===== src/rtl/button_conditioner.sv =====
// button_conditioner: per-channel 2-flop synchroniser followed by a debounce FSM.
// Produces a registered clean level and one-cycle press/release pulses per button.
module button_conditioner #(
  parameter int NBTN            = 2,
  parameter int DEBOUNCE_CYCLES = 1000000,
  parameter int CNT_W           = 20
) (
  input  logic            CLK,
  input  logic            clear,
  input  logic [NBTN-1:0] btn_raw,
  output logic [NBTN-1:0] btn_level,
  output logic [NBTN-1:0] btn_press,
  output logic [NBTN-1:0] btn_release
);

  // state | meaning
  // REL   | released and stable
  // W_PRS | synced input high, counting towards a debounced press
  // PRS   | pressed and stable
  // W_REL | synced input low, counting towards a debounced release
  typedef enum logic [1:0] {
    REL   = 2'd0,
    W_PRS = 2'd1,
    PRS   = 2'd2,
    W_REL = 2'd3
  } state_t;

  localparam logic [CNT_W-1:0] CNT_LAST = CNT_W'(DEBOUNCE_CYCLES - 1);

  logic [NBTN-1:0] r_sync1;
  logic [NBTN-1:0] r_sync2;

  always_ff @(posedge CLK or posedge clear) begin
    if (clear) begin
      r_sync1 <= '0;
      r_sync2 <= '0;
    end else begin
      r_sync1 <= btn_raw;
      r_sync2 <= r_sync1;
    end
  end

  genvar gi;
  generate
    for (gi = 0; gi < NBTN; gi++) begin : g_ch
      state_t           r_state;
      state_t           w_state_nxt;
      logic [CNT_W-1:0] r_cnt;
      logic [CNT_W-1:0] w_cnt_nxt;
      logic             r_level;
      logic             r_press;
      logic             r_release;
      logic             w_level_nxt;
      logic             w_press_nxt;
      logic             w_release_nxt;
      logic             w_s;

      assign w_s = r_sync2[gi];

      always_ff @(posedge CLK or posedge clear) begin
        if (clear) begin
          r_state   <= REL;
          r_cnt     <= '0;
          r_level   <= 1'b0;
          r_press   <= 1'b0;
          r_release <= 1'b0;
        end else begin
          r_state   <= w_state_nxt;
          r_cnt     <= w_cnt_nxt;
          r_level   <= w_level_nxt;
          r_press   <= w_press_nxt;
          r_release <= w_release_nxt;
        end
      end

      // The counter always exits at CNT_LAST, so it can never wrap.
      always_comb begin
        w_state_nxt = r_state;
        w_cnt_nxt   = r_cnt;
        case (r_state)
          REL: begin
            if (w_s) begin
              w_state_nxt = W_PRS;
              w_cnt_nxt   = '0;
            end
          end
          W_PRS: begin
            if (!w_s)                  w_state_nxt = REL;
            else if (r_cnt == CNT_LAST) w_state_nxt = PRS;
            else                        w_cnt_nxt   = r_cnt + CNT_W'(1);
          end
          PRS: begin
            if (!w_s) begin
              w_state_nxt = W_REL;
              w_cnt_nxt   = '0;
            end
          end
          W_REL: begin
            if (w_s)                    w_state_nxt = PRS;
            else if (r_cnt == CNT_LAST) w_state_nxt = REL;
            else                        w_cnt_nxt   = r_cnt + CNT_W'(1);
          end
          default: begin
            w_state_nxt = REL;
            w_cnt_nxt   = '0;
          end
        endcase
      end

      always_comb begin
        w_level_nxt   = (w_state_nxt == PRS) || (w_state_nxt == W_REL);
        w_press_nxt   = (r_state == W_PRS) && (w_state_nxt == PRS);
        w_release_nxt = (r_state == W_REL) && (w_state_nxt == REL);
      end

      assign btn_level[gi]   = r_level;
      assign btn_press[gi]   = r_press;
      assign btn_release[gi] = r_release;
    end
  endgenerate

endmodule

===== config.mk =====
export PLATFORM = sky130hd
export DESIGN_NAME = button_conditioner
export DESIGN_NICKNAME = d
export VERILOG_FILES = /design/src/rtl/button_conditioner.sv
export SDC_FILE = /design/constraint.sdc
export NUM_CORES = 1
export LEC_CHECK = 0
export CAP_MARGIN = 20
export CELL_PAD_IN_SITES_DETAIL_PLACEMENT = 0
export CELL_PAD_IN_SITES_GLOBAL_PLACEMENT = 1
export CORE_AREA = 2 2 81 83
export CTS_CLUSTER_DIAMETER = 150
export DETAILED_ROUTE_END_ITERATION = 8
export DIE_AREA = 0 0 83 85
export GPL_ROUTABILITY_DRIVEN = 0
export PLACE_DENSITY = 0.76
export SYNTH_ARGS = -nofsm -noshare
export SYNTH_HDL_FRONTEND = slang
export SYNTH_SLANG_ARGS = --single-unit

===== constraint.sdc =====
create_clock -name CLK -period 2.02 [get_ports CLK]
set_input_delay 0.404 -clock CLK [delete_from_list [all_inputs] [get_ports CLK]]
set_output_delay 0.404 -clock CLK [all_outputs]
set_load 0.01 [all_outputs]

Yosys cells after proc, flatten, opt, wreduce, memory -nomap -nowiden

Cells that the tools add are included.

Register bits: 54
Bits of input ports: 4
Output and inout bits: 6
Logic and storage cells: 72

Add/subtract/negate cells: 2
Eq/ne operators: 20
Multiplexer cells: 26
Reduce and logical (&&, ||, !) cells: 12

Operators with widths:

| cell                    | count |
|---|---|
| $mux W20                | 10 |
| $pmux W20 S4            | 2 |
| $add A20 B1 Y20 const B | 2 |
| $eq A20 B20 Y1 const B  | 2 |
| $mux W2                 | 12 |
| $eq A2 B2 Y1 const B    | 8 |
| $ne A2 B2 Y1 const B    | 8 |
| $pmux W2 S4             | 2 |
| $logic_not A2 Y1        | 4 |
| $reduce_and A4 Y1       | 2 |
| $eq A2 B1 Y1 const B    | 2 |
| $logic_and A1 B1 Y1     | 4 |
| $logic_or A1 B1 Y1      | 2 |

Depth between registers and ports, before layout

Gate-level depths: netlist of the first run.

Depth after elaboration: 6
Mapped depth: 7
Depth with buffers taken out: 6

Worst setup path before layout of the first run

OpenSTA, ideal clock, no wires.

Kind: reg-to-reg
From: reg g_ch[1].r_cnt[0]
To: reg g_ch[1].r_cnt[0]
Setup time: 125 ps
Arrival time: 1685 ps
Required time: 1895 ps
Path slack: 210 ps
Cell stages (with the launch flop): 7
Path buffers: 0
Period minus slack after synthesis: 1810 ps
Cells stage by stage: dfrtp_1 ha_1 nand3_2 or3_4 o31ai_4 nor2_1 mux2_2

Word-level cells in the longest chain between the ends: 4
Elaborated cells between the ends (all ways): 6
Those cells by class: 1 x add/sub; 1 x eq/ne; 4 x mux

Ends and longest elaborated chain:

| item                                                     | line    | RTL |
|---|---|---|
| start: declaration                                       | 48      | `logic [CNT_W-1:0] r_cnt;` |
| start signal: assignment                                 | 69      | `r_cnt <= w_cnt_nxt;` |
| $add A20 B1 Y20 / $eq A20 B20 Y1 (equally long branches) | -       |  |
| $mux W20 (*)                                             | 89, 100 |  |
| $mux W20 (on tied branches)                              | 99, 88  |  |
| $pmux W20 S4 (*)                                         | 80      | `case (r_state)` |

Every way passes the cells marked *; elsewhere a longest branch is shown, timed or not. The select of a mux whose other input is x is not followed.
A chain may end at the register's enable or synchronous reset.

Worst setup path in the final report of the first run

From: reg g_ch[1].r_cnt[7]
To: reg g_ch[1].r_cnt[0]

Word-level cells in the longest chain between the ends: 4
Elaborated cells between the ends (all ways): 5
Those cells by class: 1 x eq/ne; 4 x mux

Ends and longest elaborated chain:

| item                        | line |
|---|---|
| $eq A20 B20 Y1 (*)          | 89, 100 |
| $mux W20 (*)                | - |
| $mux W20 (on tied branches) | - |
| $pmux W20 S4 (*)            | - |

Marked as above.

==> results of run 1 <==
-- Yosys cell counts, types with 7 or more instances --
| cell | count | area share, % |
|---|---|---|
| nor3_1 | 8 | 1.4 |
| o21ai_0 | 24 | 4.2 |
| inv_1 | 7 | 0.92 |
| nor2_1 | 23 | 3.0 |
| mux2i_1 | 7 | 2.4 |
| a21oi_1 | 7 | 1.2 |
| dfrtp_1 | 53 | 46 |
| nand4_1 | 9 | 2.0 |
| nand3_1 | 23 | 4.0 |
| nand2_1 | 33 | 4.3 |
-- how the worst max path moves through the flow --
stage,startpoint,to,slack (ps),depth (start not counted)
floorplan,g_ch[1].r_cnt[0]$_DFFE_PP0P_,g_ch[1].r_cnt[0]$_DFFE_PP0P_,210,6
global placement,g_ch[1].r_cnt[1]$_DFFE_PP0P_,g_ch[1].r_cnt[0]$_DFFE_PP0P_,110,7
detailed placement,g_ch[1].r_cnt[1]$_DFFE_PP0P_,g_ch[1].r_cnt[0]$_DFFE_PP0P_,90,7
CTS,g_ch[1].r_cnt[1]$_DFFE_PP0P_,g_ch[1].r_cnt[0]$_DFFE_PP0P_,70,7
global route,g_ch[1].r_cnt[7]$_DFFE_PP0P_,g_ch[1].r_cnt[0]$_DFFE_PP0P_,1,6
finish,g_ch[1].r_cnt[7]$_DFFE_PP0P_,g_ch[1].r_cnt[0]$_DFFE_PP0P_,110,6
-- timing repair --
item / in CTS / in global routing
setup buffers: 0 / 1
resized for setup: 0 / 2
endpoints found under the setup margin: 0 / 4
-- registers in the layout, summed over array words and instances, names as in the netlist --
| name | count |
|---|---|
| g_ch.r_cnt | 40 |
| g_ch.r_level | 2 |
| g_ch.r_press | 2 |
| g_ch.r_release | 2 |
| g_ch.r_state | 3 |
| r_sync1 | 2 |
| r_sync2 | 2 |
-- power breakdown --
| part | switching, W | internal, W | leakage (nW) |
|---|---|---|---|
| clock network | 0.000354 | 0.000241 | 0.0450 |
| logic | 0.0000946 | 0.0000652 | 0.600 |
| registers | 0.0000342 | 0.00109 | 0.720 |
-- kinds of logic (layout without fill, tap and decap cells) --
group / Yosys count / count (layout) / synth area share [%]
buffers and inverters: 23 / 43 / 4.46
and+or+nand+nor: 140 / 140 / 28.5
xor gates and xnor gates: 9 / 9 / 2.75
AOI/OAI and AO/OA: 55 / 55 / 13.1
adders and majority gates: 2 / 2 / 0.874
muxes: 11 / 11 / 4.02
DFF: 53 / 53 / 46.3
-- critical path, cell delays in order, from the launching register on --
cell and delay, ps:
dfrtp_1 460, nor4b_4 320, nand4_1 200, o31ai_4 320
buf_12 180, nor2_1 40, mux2_2 270
-- per-layer routing --
metal  track usage, %  vias up  routed length, um
met4             4.47        0                 67
met5                0        -                  0
li1                 -     1105                  -
met1             28.2     1085               3090
met2             26.2       42               2510
met3             3.89        6                268
-- final cells by class --
type,count,area share [%]
inverters,9,1.06
repair buffers,26,7.58
clock inverters,2,0.313
well taps,77,3.01
flip-flops and latches,53,41.5
clock buffers,6,2.27
multi-input cells,217,44.3
-- placed cells by master (no fill, tap or decap), drive strengths merged, types with 2 or more instances in the layout --
cell type       n
a21oi           8
nand3          25
nor4            2
clkbuf          6
xnor2           3
nand2b          2
inv             9
mux2i           7
nor2           23
nand4           9
ha              2
o31ai           4
o41ai           3
o21ai          26
mux2            4
o22ai           2
or2             2
nand2          33
clkinv          2
nor4b           3
and2            5
nand4b          2
a22o            2
or3             3
and3            6
or4             4
buf            17
nor3b           5
and4bb          3
xor2            6
clkdlybuf4s50   9
nor3            9
dfrtp          53
-- through the flow --
step                cell area [um^2]  util (%)
floorplan                       2860         -
global placement                3100      50.0
detailed placement              3100      50.0
CTS                             3180      51.3
global route                    3200      51.6
finish                          3200      51.6
==> flow_summary.toml, run 1 <==
[placed_design]
dpl.cell_count = 381
place_ws_ps = 90.2
hpwl_um = 4110
port_buffers = 9

[yosys]
synth_edf_count = 0
synth-main-ff-cell = "dfrtp_1"
synthesis.nets = 299
synthCells = 293
synth_seq_cells = 53
ys_seq_area_share_pct = 46.3
async_reset_ff_share_pct = 100
yosysWarnings = 0
yosys.cell_types.count = 57
synth_area_um2 = 2860
avgSynthCellArea_um2 = 9.77

[hold_path]
holdPathEnd = "r_sync2[1]$_DFF_PP0_"
worstHoldPathCells = 0
hold_class = "flip-flop to flip-flop"
hold_start = "r_sync1[1]$_DFF_PP0_"

[layout]
synthToLayoutAreaGrowth_pct = 11.8
finalNetCount = 318
multi_input_area_um2 = 1420
instances_no_fill = 390
drive_gt1_share_pct = 16.9
nFillCells = 584
regArea_um2 = 1330
n_antenna_cell = 0

[setup_path]
cp_max_fo = 15
rrSetupSlack_ps = 110
cp.required_ps = 2220
rr_startpoint = "g_ch[1].r_cnt[7]$_DFFE_PP0P_"
path_class = "flip-flop to flip-flop"
rr_endpoint = "g_ch[1].r_cnt[0]$_DFFE_PP0P_"
crit_arrival_ps = 2110
crit_path_start_kind = "flip-flop"
reg2regPathDepth = 6
end_kind = "flip-flop"

[route]
via_count = 2238
drc = 0
dr.pass1.iters = 4
dr.first_iter.drc_count = 126
routed_wl_um = 5930
post_drt_wl_per_cell_um = 15.2
drt.antenna.violating_nets = 0
post_drt_via_cell_ratio = 5.74

[timing]
layout_setup_ws_ps = 114
final_max_slew_viol_count = 0
tightestPinTransition_ps = 597
fmax_ghz = 0.525
skew_ps = 7.00
maxSlewHeadroom_pct = 59.9
setup_viol = 0
period_needed_ps = 1910
period_share_pct = 94.3
rsz0062_at_grt = "no"
setup_tns_ps = 0
worst_hold_slack_ps = 357
hold_viol_final = 0

[die]
die_x_um = 83
start_util_pct = 46.2
fp.dieArea_um2 = 7060
num_io_pins = 10
rows = 29
die_y_um = 85
core_um2 = 6200

[clock_tree]
hold_buffers = 0
numCtsBuffers = 5
clock_latency_ps = 310
h-tree-depth = 2
ctsRootBufferMaster = "clkbuf_8"
clk_pin_slew_ps = 100
tritoncts = "yes"
clkSinkCount = 53
cts_buffer_depth = 2

[global_routing]
grt_pass1_vias = 2154
antenna_found_initial = 0
grt_pass1_wl_um = 10500
grt_max_degree = 54
gr-total-overflow = 0
grtUsageTotal_pct = 18.2

[pwr]
power-per-cell-area_nw_per_um2 = 587
ir_worst_vdd_mv = 0.282
power_w = 0.00188
p_leak_nw = 1.36

[outcome]
status = "completed"

[run]
max_cap_violations = 0
(Power assumes the default switching activity.)
==> run 2, diff against run 1 <==
Settings changed: ABC_AREA from default to 1, CORE_AREA 2 2 81 83 to 2 2 89 91, DIE_AREA 0 0 83 85 to 0 0 91 93, SLEW_MARGIN from default to 40.
Clock period 2.02 ns to 2 ns, I/O delays scaled along.
==> run 2 against run 1 <==
Clock skew grew 7.2 ps. Area after synthesis grew 14%. Clock power grew 3.7%. Combinational power shrank 15%. Clock-buffer cell count grew 1. Core utilization shrank 4.5 points. Critical endpoint is now g_ch[0].r_cnt[3]$_DFFE_PP0P_. Highest routed layer unchanged.
==> flow_summary.toml, run 2 <==
[outcome]
status = "completed"

[pwr]
power_switching_share_pct = 24.3
p_int_w = 0.00141
pwr-share-clk_pct = 33.1
ir_worst_vdd_mv = 0.302
pwr-share-comb_pct = 7.3
p_leak_nw = 1.53
p_sw_w = 0.000453
power_frac_seq_pct = 59.6
power-per-cell-area_nw_per_um2 = 526

[placed_design]
port_buffers = 9
hpwl_um = 5820
placed_area_um2 = 3460

[die]
core_um2 = 7530
die_y_um = 93
num_io_pins = 10
die_x_um = 91
rows = 32
start_util_pct = 43.4
fp.dieArea_um2 = 8460

[global_routing]
antenna_found_initial = 0
grt_pass1_vias = 2863
gr-total-overflow = 0
grt_max_degree = 24
grtUsageTotal_pct = 18.9
grt_pass1_wl_um = 12900

[yosys]
yosys-top-cells-area = "dfrtp_1, nand2_1, nand3_1"
synthesis.nets = 468
yosys.cell_types.count = 31
synth-main-ff-cell = "dfrtp_1"
avgSynthCellArea_um2 = 7.07
async_reset_ff_share_pct = 100
synth_area_um2 = 3270
netlist_top_cells_count = "nand2_1, nor2_1, dfrtp_1"
synthCells = 462
synth.most_common_cell = "nand2_1"
synth_edf_count = 0
synth_top_area_share_pct = 40.6
synth_seq_cells = 53
yosysWarnings = 0
synth_top_area_cell = "dfrtp_1"
ys_seq_area_share_pct = 40.6

[layout]
regMostFlops = "g_ch.r_cnt"
mostFrequentLayoutCell = "nand2_1"
drive_gt1_share_pct = 9.94
synthToLayoutAreaGrowth_pct = 8.58
finalNetCount = 479
largest_reg_flops = 40
reg_top3 = "g_ch.r_cnt (40), g_ch.r_state (3)"
n_antenna_cell = 0
final_area_um2 = 3550
mostFrequentLayoutCells = "nand2_1, nor2_1, dfrtp_1"

[clock_tree]
h-tree-depth = 2
clock_latency_ps = 310
hold_buffers = 0
ctsRootBufferMaster = "clkbuf_8"
clkSinkCount = 53
cts_buffer_depth = 2
cts_setup_buffers = 0
tritoncts = "yes"
cts_resized = 0
numCtsBuffers = 5
clk_pin_slew_ps = 100

[route]
routed_wl_um = 7450
dr.first_iter.drc_count = 86
post_drt_wl_per_cell_um = 13.0
drc = 0
dr.pass1.iters = 4
drt.antenna.violating_nets = 0
via_count = 2890
post_drt_via_cell_ratio = 5.03

[timing]
period_share_pct = 90.3
tightestPinTransition_ps = 310
fmax_ghz = 0.554
skew_ps = 14.2
hold_viol_final = 0
final_max_slew_viol_count = 0
maxSlewHeadroom_pct = 79.3
rsz0062_at_grt = "no"
setup_viol = 0
period_needed_ps = 1810
setup_tns_ps = 0

[setup_path]
reg2regPathDepth = 8
path_common_cell = "nand3_2"
crit_path_end = "g_ch[0].r_cnt[3]$_DFFE_PP0P_"
end_kind = "flip-flop"
path_cells = "ha_1 > nand3_2 > nor2_2 > nand3_2 > nand2_4 > inv_2 > nand3b_1 > o21ai_2"
rrSetupSlack_ps = 190
crit_arrival_ps = 2010
path_class = "flip-flop to flip-flop"
critical_path.top_delay_family = "simple AND/OR/NAND/NOR gates"
cp.required_ps = 2200
crit_slowest_cell = "dfrtp_1"
crit_buf_inv = 1
critical_path_depth = 8
rr_endpoint = "g_ch[0].r_cnt[3]$_DFFE_PP0P_"
cp_max_fo = 13
crit_path_start_kind = "flip-flop"
cp_slowest_stage_delay_ps = 430
rr_startpoint = "g_ch[0].r_cnt[0]$_DFFE_PP0P_"
startpoint = "g_ch[0].r_cnt[0]$_DFFE_PP0P_"

[run]
max_cap_violations = 0

[hold_path]
hold_class = "primary input to asynchronous set/reset pin"
## run 2: cell types whose count changed after synthesis, moves of 6 or more
| cell | previous run | this run |
|---|---|---|
| nor2_1 | 23 | 56 |
| and3_1 | 6 | 0 |
| nand3_1 | 23 | 47 |
| mux2i_1 | 7 | 0 |
| nand2_1 | 33 | 145 |
| nand4_1 | 9 | 18 |
| or2_2 | 2 | 8 |
| inv_1 | 7 | 40 |
## run 2: area by class of cell
cell class	count	area [um^2]
well taps	102	128
inverters	43	161
fillers	808	3980
clock buffers	7	86.3
repair buffers	21	193
multi-input cells	349	1650
flip-flops and latches	53	1330
## run 2: cells by family (layout without fill, tap and decap cells)
logic type / after synthesis / count (layout) / share of synthesized area, %
xor+xnor: 6 / 6 / 1.61
compound gates: 43 / 43 / 7.43
fa+ha+maj: 2 / 2 / 0.766
flops: 53 / 53 / 40.6
buf+inv: 60 / 71 / 8.81
simple gates: 298 / 298 / 40.8
## run 2: worst min path at each step
stage | from | end | slack (ps) | depth (start not counted)
global placement | r_sync1[1]$_DFF_PP0_ | r_sync2[1]$_DFF_PP0_ | 330 | 0
global route | clear | g_ch[0].r_release$_DFF_PP0_ | 290 | 2
finish | clear | g_ch[0].r_press$_DFF_PP0_ | 290 | 2
floorplan | r_sync1[0]$_DFF_PP0_ | r_sync2[0]$_DFF_PP0_ | 330 | 0
CTS | clear | g_ch[0].r_press$_DFF_PP0_ | 270 | 2
detailed placement | r_sync1[1]$_DFF_PP0_ | r_sync2[1]$_DFF_PP0_ | 340 | 0
## run 2: layer usage
metal | GRT usage (%) | wire, um | up-vias
met3 | 2.66 | 128 | 13
li1 | - | - | 1502
met2 | 35.6 | 3960 | 25
met4 | 6.82 | 142 | 0
met1 | 21.8 | 3220 | 1350
met5 | 0 | 0 | -
## run 2: through the flow
stage               hold slack [ps]  utilization (%)  setup slack (ps)  cells  total power [W]
finish                          286             47.1               194    575          0.00187
detailed placement              339             46.0               205    568          0.00127
global placement                333             46.0               264    568          0.00127
CTS                             275             47.1               187    575          0.00190
floorplan                       331                -               314    462          0.00123
global route                    289             47.1              46.6    575          0.00196
## run 2: power groups by stage
| stage | logic [W] | registers (W) | clock network [W] |
|---|---|---|---|
| 3_5_place_dp | 0.000139 | 0.00113 | 0 |
| 3_3_place_gp | 0.000138 | 0.00113 | 0 |
| 2_1_floorplan | 0.0000957 | 0.00113 | 0 |
| 5_1_grt | 0.000156 | 0.00112 | 0.000684 |
| 6_report | 0.000136 | 0.00111 | 0.000618 |
| 4_1_cts | 0.000140 | 0.00111 | 0.000649 |
==> run 3, diff against run 2 <==
--- a/constraint.sdc
+++ b/constraint.sdc
@@ -3,2 +3,2 @@
 set_output_delay 0.4 -clock CLK [all_outputs]
-set_load 0.01 [all_outputs]
+set_load 0.1 [all_outputs]
==> run 3 against run 2 <==
Fmax grew 4.9%. Via count increased by 1.5%. Clock skew is essentially flat. Cell area decreased by 0.53%. Critical path depth unchanged. Worst hold slack got worse by 7.1 ps. Total power fell by 0.83%. First-iteration DRC count rose by 31%. Clock-buffer cell count grew 1. Final cell count is 0.17% higher. Core utilization down 0.25 points.
==> flow_summary.toml, run 3 (synthesis gave the netlist of run 2 again) <==
[pwr]
ir_worst_vdd_mv = 0.249
p_sw_w = 0.000464
p_leak_nw = 1.53
power_frac_seq_pct = 60.1
power-per-cell-area_nw_per_um2 = 525
power_switching_share_pct = 25.1
pwr-share-clk_pct = 32.6
p_int_w = 0.00139
pwr-share-comb_pct = 7.3

[route]
via_count = 2932
routed_wl_um = 7410
dr.first_iter.drc_count = 113
post_drt_wl_per_cell_um = 12.9
drt.antenna.violating_nets = 0
post_drt_via_cell_ratio = 5.09
dr.pass1.iters = 4
drc = 0

[global_routing]
grtUsageTotal_pct = 18.9
grt_pass1_vias = 2829
antenna_found_initial = 0
grt_max_degree = 28
gr-total-overflow = 0
grt_pass1_wl_um = 13000

[clock_tree]
tritoncts = "yes"
cts_buffer_depth = 2
cts_resized = 0
cts_setup_buffers = 0
clock_latency_ps = 310
clkSinkCount = 53
hold_buffers = 0
ctsRootBufferMaster = "clkbuf_8"
numCtsBuffers = 5
h-tree-depth = 2
clk_pin_slew_ps = 90

[timing]
fmax_ghz = 0.581
tightestPinTransition_ps = 352
setup_viol = 0
layout_setup_ws_ps = 278
setup_tns_ps = 0
rsz0062_at_grt = "no"
hold_viol_final = 0
worst_hold_slack_ps = 279
period_needed_ps = 1720
maxSlewHeadroom_pct = 76.6
skew_ps = 13.9
period_share_pct = 86.1
final_max_slew_viol_count = 0

[layout]
drive_gt1_share_pct = 11.2
nFillCells = 802
reg_top3 = "g_ch.r_cnt (40), g_ch.r_state (3)"
utilization_pct = 46.9
regMostFlops = "g_ch.r_cnt"
synthToLayoutAreaGrowth_pct = 8.01
finalNetCount = 479
largest_reg_flops = 40
mostFrequentLayoutCell = "nand2_1"
mostFrequentLayoutCells = "nand2_1, nor2_1, dfrtp_1"
n_antenna_cell = 0

[setup_path]
critical_path.top_delay_family = "simple AND/OR/NAND/NOR gates"
path_cells = "ha_2 > nand3_2 > nor2_2 > nand3_2 > nand2_4 > buf_4 > a21oi_1 > a21oi_2"
cp_slowest_stage_delay_ps = 430
crit_slowest_cell = "dfrtp_1"
end_kind = "flip-flop"
cp.required_ps = 2240
path_common_cell = "nand3_2"
crit_path_start_kind = "flip-flop"
crit_buf_inv = 1
path_class = "flip-flop to flip-flop"
cp_max_fo = 13
crit_arrival_ps = 1960

[placed_design]
port_buffers = 9
hpwl_um = 5640
place_ws_ps = 214

[die]
die_y_um = 93
fp.dieArea_um2 = 8460
num_io_pins = 10
core_um2 = 7530
start_util_pct = 43.4
die_x_um = 91
rows = 32

[run]
max_cap_violations = 0

[outcome]
status = "completed"

[hold_path]
hold_class = "primary input to asynchronous set/reset pin"
==> run 3: changes by cell type in the layout (fill, tap and decap cells not counted), sizes merged <==
cell | previous run | this run
buf | 12 | 18
clkbuf | 7 | 8
clkdlybuf4s50 | 9 | 3
==> run 3: final cells by class <==
class | count | area [um^2] | share of cell area, %
clock buffers | 8 | 80.1 | 2.27
inverters | 43 | 161 | 4.58
multi-input cells | 349 | 1650 | 46.9
flip-flops and latches | 53 | 1330 | 37.6
well taps | 102 | 128 | 3.62
repair buffers | 21 | 178 | 5.04
==> run 3: path summary, 6_finish.rpt <==
check | start | end | slack [ps] | cells after the start
min in group CLK | r_sync1[1]$_DFF_PP0_ | r_sync2[1]$_DFF_PP0_ | 360 | 0
setup / recovery | g_ch[0].r_cnt[0]$_DFFE_PP0P_ | g_ch[0].r_cnt[2]$_DFFE_PP0P_ | 280 | 8
setup reg to reg | g_ch[0].r_cnt[0]$_DFFE_PP0P_ | g_ch[0].r_cnt[2]$_DFFE_PP0P_ | 280 | 8
hold reg to reg | r_sync1[1]$_DFF_PP0_ | r_sync2[1]$_DFF_PP0_ | 360 | 0
max in group asynchronous | clear | g_ch[0].r_cnt[8]$_DFFE_PP0P_ | 1180 | 3
hold / removal | clear | g_ch[0].r_level$_DFF_PP0_ | 280 | 2
==> run 3: power groups by stage <==
stage          Sequential (W)  Combinational, W  Clock (W)
2_1_floorplan         0.00113         0.0000957          0
3_3_place_gp          0.00113          0.000136          0
3_5_place_dp          0.00113          0.000138          0
4_1_cts               0.00111          0.000138   0.000632
5_1_grt               0.00112          0.000155   0.000675
6_report              0.00111          0.000135   0.000604
==> run 3: stage by stage <==
stage                     std cells  power [W]  instance area (um^2)
final                           576    0.00185                  3530
after global routing            576    0.00195                  3530
after global placement          568    0.00127                  3440
after floorplan                 462    0.00123                  3270
after detailed placement        568    0.00127                  3440
after CTS                       576    0.00188                  3520
==> run 3: routing by layer <==
layer  GRT usage [%]  share of wire, %  wire length [um]  vias up
li1                -                 -                 -     1503
met1            22.3                43              3210     1362
met2            34.3                51              3770       48
met3            2.90               2.8               204       19
met4            8.08               3.0               222        0
met5               0                 0                 0        -
